File: src/rtl/atm.sv
`default_nettype none
// ============================================================================
// Module   : atm
// Purpose  : ATM transaction controller with a 10-account on-chip database
//            (16-bit PIN, 32-bit unsigned balance per account).
//            A request walks IDLE -> LANG -> ACC_CHECK -> PIN_CHECK and then
//            enters the authenticated state whose code equals the operation.
//            Each action runs once, on the edge that enters its state.
// Ports    : clk, rst        - clock, synchronous active-high reset
//            operation[2:0]  - 3 balance, 4 withdraw, 5 deposit,
//                              6 change PIN, 7 exit, 0-2 no request
//            acc_num[3:0]    - account index (0-9 valid)
//            pin, newPin     - entered PIN / replacement PIN (16 bit)
//            amount[31:0]    - withdraw/deposit amount
//            language        - latched, no functional effect
//            balance[31:0]   - session account balance, 0 outside a session
//            success         - result of the last completed step
//            state[2:0]      - current FSM state code
// Config   : ATM_PIN_CHANGE_EN - when defined, operation 6 / CHANGE_PIN is
//            implemented; otherwise operation 6 is treated as no request.
// Revision : 1.0 - initial release
// ============================================================================
module atm (
    input  logic        clk,
    input  logic        rst,
    input  logic [2:0]  operation,
    input  logic [3:0]  acc_num,
    input  logic [15:0] pin,
    input  logic [15:0] newPin,
    input  logic [31:0] amount,
    input  logic        language,
    output logic [31:0] balance,
    output logic        success,
    output logic [2:0]  state
);

    localparam logic [2:0] S_LANG       = 3'd0;
    localparam logic [2:0] S_ACC_CHECK  = 3'd1;
    localparam logic [2:0] S_PIN_CHECK  = 3'd2;
    localparam logic [2:0] S_BALANCE    = 3'd3;
    localparam logic [2:0] S_WITHDRAW   = 3'd4;
    localparam logic [2:0] S_DEPOSIT    = 3'd5;
    localparam logic [2:0] S_CHANGE_PIN = 3'd6;
    localparam logic [2:0] S_IDLE       = 3'd7;

    localparam int         C_NUM_ACC    = 10;
    localparam logic [3:0] C_MAX_ACC    = 4'd9;
    localparam logic [2:0] C_OP_EXIT    = 3'd7;
`ifdef ATM_PIN_CHANGE_EN
    localparam logic [2:0] C_MAX_OP     = 3'd6;
`else
    localparam logic [2:0] C_MAX_OP     = 3'd5;
`endif

    logic [2:0]  r_state;
    logic [2:0]  w_next;
    logic [15:0] r_pin [C_NUM_ACC];
    logic [31:0] r_bal [C_NUM_ACC];
    logic [3:0]  r_acc;
    logic        r_lang;
    logic        r_success;

    logic        w_req;
    logic [2:0]  w_dispatch;
    logic        w_in_session;
    logic        w_enter;
    logic [31:0] w_cur_bal;
    logic [15:0] w_cur_pin;

    // r_acc is only ever loaded with a checked index, so it stays in range.
    assign w_cur_bal    = r_bal[r_acc];
    assign w_cur_pin    = r_pin[r_acc];

    assign w_req        = (operation >= S_BALANCE) && (operation <= C_MAX_OP);
    // Session routing: a real request selects its state, exit leaves, and
    // anything else (0-2, or a disabled op) falls back to BALANCE.
    assign w_dispatch   = (operation == C_OP_EXIT) ? S_IDLE :
                          w_req                    ? operation : S_BALANCE;
    assign w_in_session = (r_state >= S_BALANCE) && (r_state <= S_CHANGE_PIN);
    // The action fires only on the edge that enters an authenticated state
    // from a different state; holding an operation does not repeat it.
    assign w_enter      = (w_next != r_state) &&
                          (w_next >= S_BALANCE) && (w_next <= S_CHANGE_PIN);

    // ---------------------------------------------------------------- state
    always_ff @(posedge clk) begin
        if (rst) begin
            r_state <= S_IDLE;
        end else begin
            r_state <= w_next;
        end
    end

    // ----------------------------------------------------------- next state
    always_comb begin
        w_next = r_state;
        case (r_state)
            S_IDLE:       w_next = w_req ? S_LANG : S_IDLE;
            S_LANG:       w_next = S_ACC_CHECK;
            S_ACC_CHECK:  w_next = (acc_num <= C_MAX_ACC) ? S_PIN_CHECK : S_IDLE;
            S_PIN_CHECK:  w_next = (pin == w_cur_pin) ? w_dispatch : S_IDLE;
            S_BALANCE,
            S_WITHDRAW,
            S_DEPOSIT,
            S_CHANGE_PIN: w_next = w_dispatch;
            default:      w_next = S_IDLE;
        endcase
    end

    // ------------------------------------------------------ database/actions
    always_ff @(posedge clk) begin
        if (rst) begin
            for (int i = 0; i < C_NUM_ACC; i++) begin
                // PIN digits i,i+1,i+2,i+3 equal 1111*i + 123 for i = 0..6.
                r_pin[i] <= (i < 7) ? 16'(1111 * i + 123) : 16'd9999;
                r_bal[i] <= 32'd1000;
            end
            r_acc     <= '0;
            r_lang    <= 1'b0;
            r_success <= 1'b0;
        end else begin
            if (r_state == S_LANG) begin
                r_lang <= language;
            end
            if (r_state == S_ACC_CHECK) begin
                if (acc_num <= C_MAX_ACC) begin
                    r_acc <= acc_num;
                end else begin
                    r_success <= 1'b0;
                end
            end
            if ((r_state == S_PIN_CHECK) && (pin != w_cur_pin)) begin
                r_success <= 1'b0;
            end
            if (w_in_session && (w_next == S_IDLE)) begin
                r_acc <= '0;
            end
            if (w_enter) begin
                case (w_next)
                    S_BALANCE: r_success <= 1'b1;
                    S_WITHDRAW: begin
                        if (amount <= w_cur_bal) begin
                            r_bal[r_acc] <= w_cur_bal - amount;
                            r_success    <= 1'b1;
                        end else begin
                            r_success    <= 1'b0;
                        end
                    end
                    S_DEPOSIT: begin
                        r_bal[r_acc] <= w_cur_bal + amount;
                        r_success    <= 1'b1;
                    end
`ifdef ATM_PIN_CHANGE_EN
                    S_CHANGE_PIN: begin
                        r_pin[r_acc] <= newPin;
                        r_success    <= 1'b1;
                    end
`endif
                    default: ;
                endcase
            end
        end
    end

    // --------------------------------------------------------------- outputs
    always_comb begin
        state   = r_state;
        success = r_success;
        balance = '0;
        if (w_in_session) begin
            balance = w_cur_bal;
        end
    end

endmodule
`default_nettype wire

File: config.mk
export PLATFORM = sky130hd
export DESIGN_NAME = atm
export DESIGN_NICKNAME = d
export VERILOG_FILES = /design/src/rtl/atm.sv
export SDC_FILE = /design/constraint.sdc
export NUM_CORES = 1
export LEC_CHECK = 0
export ABC_AREA = 1
export BUFFER_PORTS_ARGS = -buffer_cell sky130_fd_sc_hd__clkbuf_2
export CAP_MARGIN = 5
export CELL_PAD_IN_SITES_DETAIL_PLACEMENT = 0
export CELL_PAD_IN_SITES_GLOBAL_PLACEMENT = 1
export CORE_ASPECT_RATIO = 1.5
export CORE_MARGIN = 5
export CORE_UTILIZATION = 35
export DETAILED_ROUTE_END_ITERATION = 8
export PLACE_DENSITY = 0.59
export SLEW_MARGIN = 10
export SYNTH_ARGS = -nofsm -noshare
export SYNTH_HDL_FRONTEND = slang
export SYNTH_SLANG_ARGS = --single-unit
File: constraint.sdc
create_clock -name clk -period 13.53 [get_ports clk]
set_clock_uncertainty 0.1 [all_clocks]
set_input_delay 2.706 -clock clk [delete_from_list [all_inputs] [get_ports clk]]
set_output_delay 2.706 -clock clk [all_outputs]
set_load 0.005 [all_outputs]
# Yosys cells after proc, flatten, opt, wreduce, memory -nomap -nowiden
# Memory sizes are Yosys's and may differ from the RTL's. A register that Yosys moved wholly into a read port is not among the register bits.
# Index checks and enable logic that the tools add are counted.
# classes
addsub,2
order_cmp,8
n_eq_ne,15
n_mux,31
bitwise_logic,1
reduce_logical,12
# op_table
op,n
2-to-1 mux 32 bit,3
adder 32 bit,1
less-or-equal comparator 32 bit,1
OR reduction 32 bit,1
subtractor 32 bit,1
equality test 3 bit (second input constant),8
2-to-1 mux 4 bit,5
equality test 16 bit,1
2-to-1 mux 1 bit,16
inequality test 16 bit,1
2-to-1 mux 3 bit,5
one-hot mux 3 bit (5 select lines),1
equality test 3 x 2 -> 1 bit (second input constant),3
>= comparator 3 x 2 -> 1 bit (second input constant),3
less-or-equal comparator 3 bit (second input constant),3
logical AND 1 bit,6
less-or-equal comparator 4 bit (second input constant),1
OR reduction 2 bit,2
OR reduction 4 bit,1
equality test 3 x 1 -> 1 bit (second input constant),1
logical NOT 3 bit,1
inequality test 3 bit,1
one-hot mux 1 bit (2 select lines),1
AND reduction 2 bit,1
bitwise OR 1 bit,1
# word_totals
reg_bits,8
mem_bits_rw,460
output_inout_bits,36
wordCells,74
mem_count,2
# memory_table
memory,depth,width,read_ports,rd_clocked_by_memory_dff,wr,line,rtl
r_bal,10,32,1,1,10,58,logic [31:0] r_bal [C_NUM_ACC];
r_pin,10,14,1,1,10,57,logic [15:0] r_pin [C_NUM_ACC];

# Depth between registers and ports, before layout
# logic_depth
ltp_word,15
mapped_depth,29
mapped_depth_nobuf,25

# Worst setup path before layout
# OpenSTA, ideal clock, no wires.
# synth_path
path_kind,input to register
startpoint,input amount[0]
endpoint,memory r_bal[12][0] (enable)
setup_ns,0.421
arrival_time_ns,6.118
required_time_ns,13.009
slack_ns,6.891
path_stages,16
n_path_buf,0
path_cell_list,ha_1 -> inv_1 -> fa_1 -> nand2_1 -> a21oi_1 -> a21oi_1 -> o21ai_0 -> nand2_1 -> nand2_1 -> nand2_1 -> nand3_1 -> o211a_2 -> nand2_4 -> inv_2 -> nand3_1 -> nor2_1
# synth_rtl
element,line,rtl
start: declaration,30,"input logic [31:0] amount,"
end: declaration,58,

==> metrics.txt <==
status complete, no violations; Post-Syn Area 26700 um2; Total Routed Length 87400 um; Slowest-stage cell, CP nor4_1; Cell Chain, Critical Path buf_4 -> nor2_4 -> buf_4 -> clkinv_1 -> buf_4 -> nor2_1 -> o21ai_0 -> o2111ai_1 -> nand2_1 -> inv_1 -> ha_1 -> nand2_1 -> nor2_1 -> inv_1 -> nor4_1 -> nand4_1 -> nand3_1 -> o211a_2 -> nand2_4 -> nor3_4 -> nand2_2 -> nand2_2; minimum clock period 8.29 ns; Placed Area between 20000 and 30000 um2; Final Cell Area slightly below 30000 um2; post-CTS setup buffer count 0; Num CTS Buffers 50; area delta synth->final 11.2%; routed vias/inst roughly 5.2; min-delay worst type reg2reg; Core Rows between 100 and 150; post-synthesis sequential area ratio 58.4%; part of the power in registers 38.7%; max cap viols 0; leak pwr about 11 nW; most used flip-flop cell after synthesis edfxtp_1; Final Cycle Share about 61%; vias in the first global route about 21000; largest net degree at the start of global routing about 170; Avg WL per Cell roughly 22 um; Max IR drop VDD between 0.00015 and 0.0002 V; drt pass-1 iters 7; width of the chip approximately 240 um; CTS resizes 0; RSZ-0062 raised after global routing no; Slew @ Worst Pin 1.40 ns; CP startpoint kind flip-flop; post-synth cell types between 40 and 50; Hold Buf Count CTS 0; CORE AREA 76000 um2; TritonCTS clock tree built; Total GRT Usage approximately a fifth; DRC 0; Syn Inst Count roughly 2900; Slew Limit Fails 0; die height ~350 um; Clock transition at path regs around 0.060 ns; initial antenna violation count 0; die area just over 80000 um2; Worst EP required approximately 14 ns; Sink Count 524; clock share of power 27.4%; Top Usage Layer GRT met2; M3 GR Usage 2.30%; IO Port Bufs 92; pwr dens 166 nW/um2; Combinational Power Share between 30% and 40%; DRT iter0 DRCs 1449; worst-path maximum fanout 49; RD Place Congestion about 0.9; Initial Util 35.2%; Critical Path AT 8.40 ns; Clock Tree Buf Depth 3; normalized max-slew margin slightly below 6%; ANT cells 0; minimum hold slack 0.397 ns; I/O pins 110; Final setup viols 0; met2 GRT Util a little under two fifths; grt total ovfl 0; vias post-DR 20500; synth warn 0; first-pass GRT wire length roughly 130000 um; Avg Inst Size Synth 9.38 um2; flops & latches, synth approximately 520; CTS H-tree lvls 2; CP Buf/Inv Count 6; Synth async-reset ratio 0%; Net Sw Power between 1.5 and 2 mW; setup_tns 0 ns; CP max stage delay 1.16 ns; DP HPWL 57000 um; Syn Nets approximately 3000; Setup crit end kind flip-flop; Crit Path Class reg2reg; CP delay by family, top simple AND/OR/NAND/NOR gates; final-stage net count between 3000 and 4000; P_int 3.09 mW; FMAX 121 MHz; Root Buffer Master clkbuf_16; proportion of layout cells with a drive suffix above 1 9.06%; Sw Share between 30 and 40%; post-route ant nets 0; worst skew pair latency just over 0.6 ns; Post-synth EDFFs 512; Final Hold Viols 0; CP most frequent cell buf_4; GR Util met1 25.2%
==> cells in the final DEF (no fill, tap or decap), types with 20 or more instances in the layout <==
cell type / netlist / routed
nor3_1: 64 / 64
ha_1: 69 / 69
a21oi_1: 106 / 106
o2111ai_1: 24 / 24
clkbuf_16: 0 / 50
nand3_2: 25 / 25
edfxtp_1: 512 / 512
nand2_1: 350 / 344
o21ai_0: 269 / 269
nor2_1: 761 / 753
o22ai_1: 43 / 43
clkinv_1: 3 / 20
nand2_2: 14 / 20
nand3_1: 76 / 76
inv_1: 212 / 210
clkbuf_2: 0 / 92
xor2_1: 52 / 52
buf_4: 4 / 34
==> worst register-to-register path: stages, from the launching register on <==
cell	delay, ns
dfxtp_2	0.30
buf_4	0.25
nor2_4	0.15
buf_4	0.65
clkinv_1	0.55
buf_4	0.38
nor2_1	0.12
o21ai_0	0.08
o2111ai_1	0.18
nand2_1	0.25
inv_1	0.14
ha_1	0.41
nand2_1	0.13
nor2_1	0.13
inv_1	0.08
nor4_1	1.16
nand4_1	0.17
nand3_1	0.27
o211a_2	0.29
nand2_4	0.13
nor3_4	0.27
nand2_2	0.56
nand2_2	1.13
==> final cells by class <==
cell class	instances	area [um2]
Clock buffer	60	1290
Clock inverter	29	233
Inverter	223	842
Tap cell	1008	1260
Timing Repair Buffer	127	736
Multi-Input combinational cell	1950	9740
Sequential cell	524	15600
Fill cell	7738	46300
==> flip-flops by register name (all words and copies together) (netlist names), named ones only <==
name,cells
r_acc,4
r_bal,512
state,3
success,1
==> final timing paths <==
kind / startpoint / to / slack [ns] / depth (start not counted)
worst min-delay path: success / success / 0.40 / 2
worst min register to register: success / success / 0.40 / 2
worst max register to register: flip-flop / r_bal[2][29] / 5.24 / 22
worst max-delay path: flip-flop / r_bal[2][29] / 5.24 / 22
==> power by group through the flow <==
| stage | clock, mW | combinational, mW | sequential, mW |
|---|---|---|---|
| finish | 1.35 | 1.68 | 1.92 |
| global route | 1.45 | 1.85 | 1.92 |
| CTS | 1.38 | 1.69 | 1.92 |
| detailed placement | 0 | 1.69 | 1.95 |
| global placement | 0 | 1.68 | 1.95 |
| floorplan | 0 | 1.09 | 1.94 |
==> cells in the mapped netlist, drive strengths merged, types with 40 or more instances <==
library cell  count  share of area [%]
a21oi           106                2.0
inv             220                3.1
nand3           101                2.4
ha               69                3.2
nand2           365                5.3
nor3             69                1.4
o21ai           271                5.1
nor2            762                 11
clkbuf          113                1.6
edfxtp          512                 58
buf              40               0.73
xor2             52                1.7
o22ai            43                1.0
==> routing by layer <==
| layer | vias up | part of all wire, % |
|---|---|---|
| met2 | 540 | 52 |
| met4 | 0 | 3.7 |
| met1 | 10100 | 40 |
| met5 | - | 0 |
| li1 | 9710 | - |
| met3 | 139 | 4.2 |
==> kinds of logic after synthesis <==
family,count (synthesis),share of synthesized area (%)
DFF,524,58.4
xor gates and xnor gates,58,1.90
and+or+nand+nor,1318,20.3
buffers and inverters,376,5.45
AOI/OAI and AO/OA,503,10.6
adders and majority gates,71,3.38
==> through the flow <==
| step | total power, mW | worst slack [ns] | util [%] | instances |
|---|---|---|---|---|
| floorplan | 3.03 | 6.89 | - | 2850 |
| global placement | 3.63 | 5.36 | 37.1 | 3832 |
| detailed placement | 3.64 | 5.33 | 37.1 | 3832 |
| CTS | 4.99 | 5.32 | 39.1 | 3921 |
| global route | 5.22 | 5.04 | 39.1 | 3921 |
| finish | 4.95 | 5.24 | 39.1 | 3921 |
(Power assumes the default switching activity.)
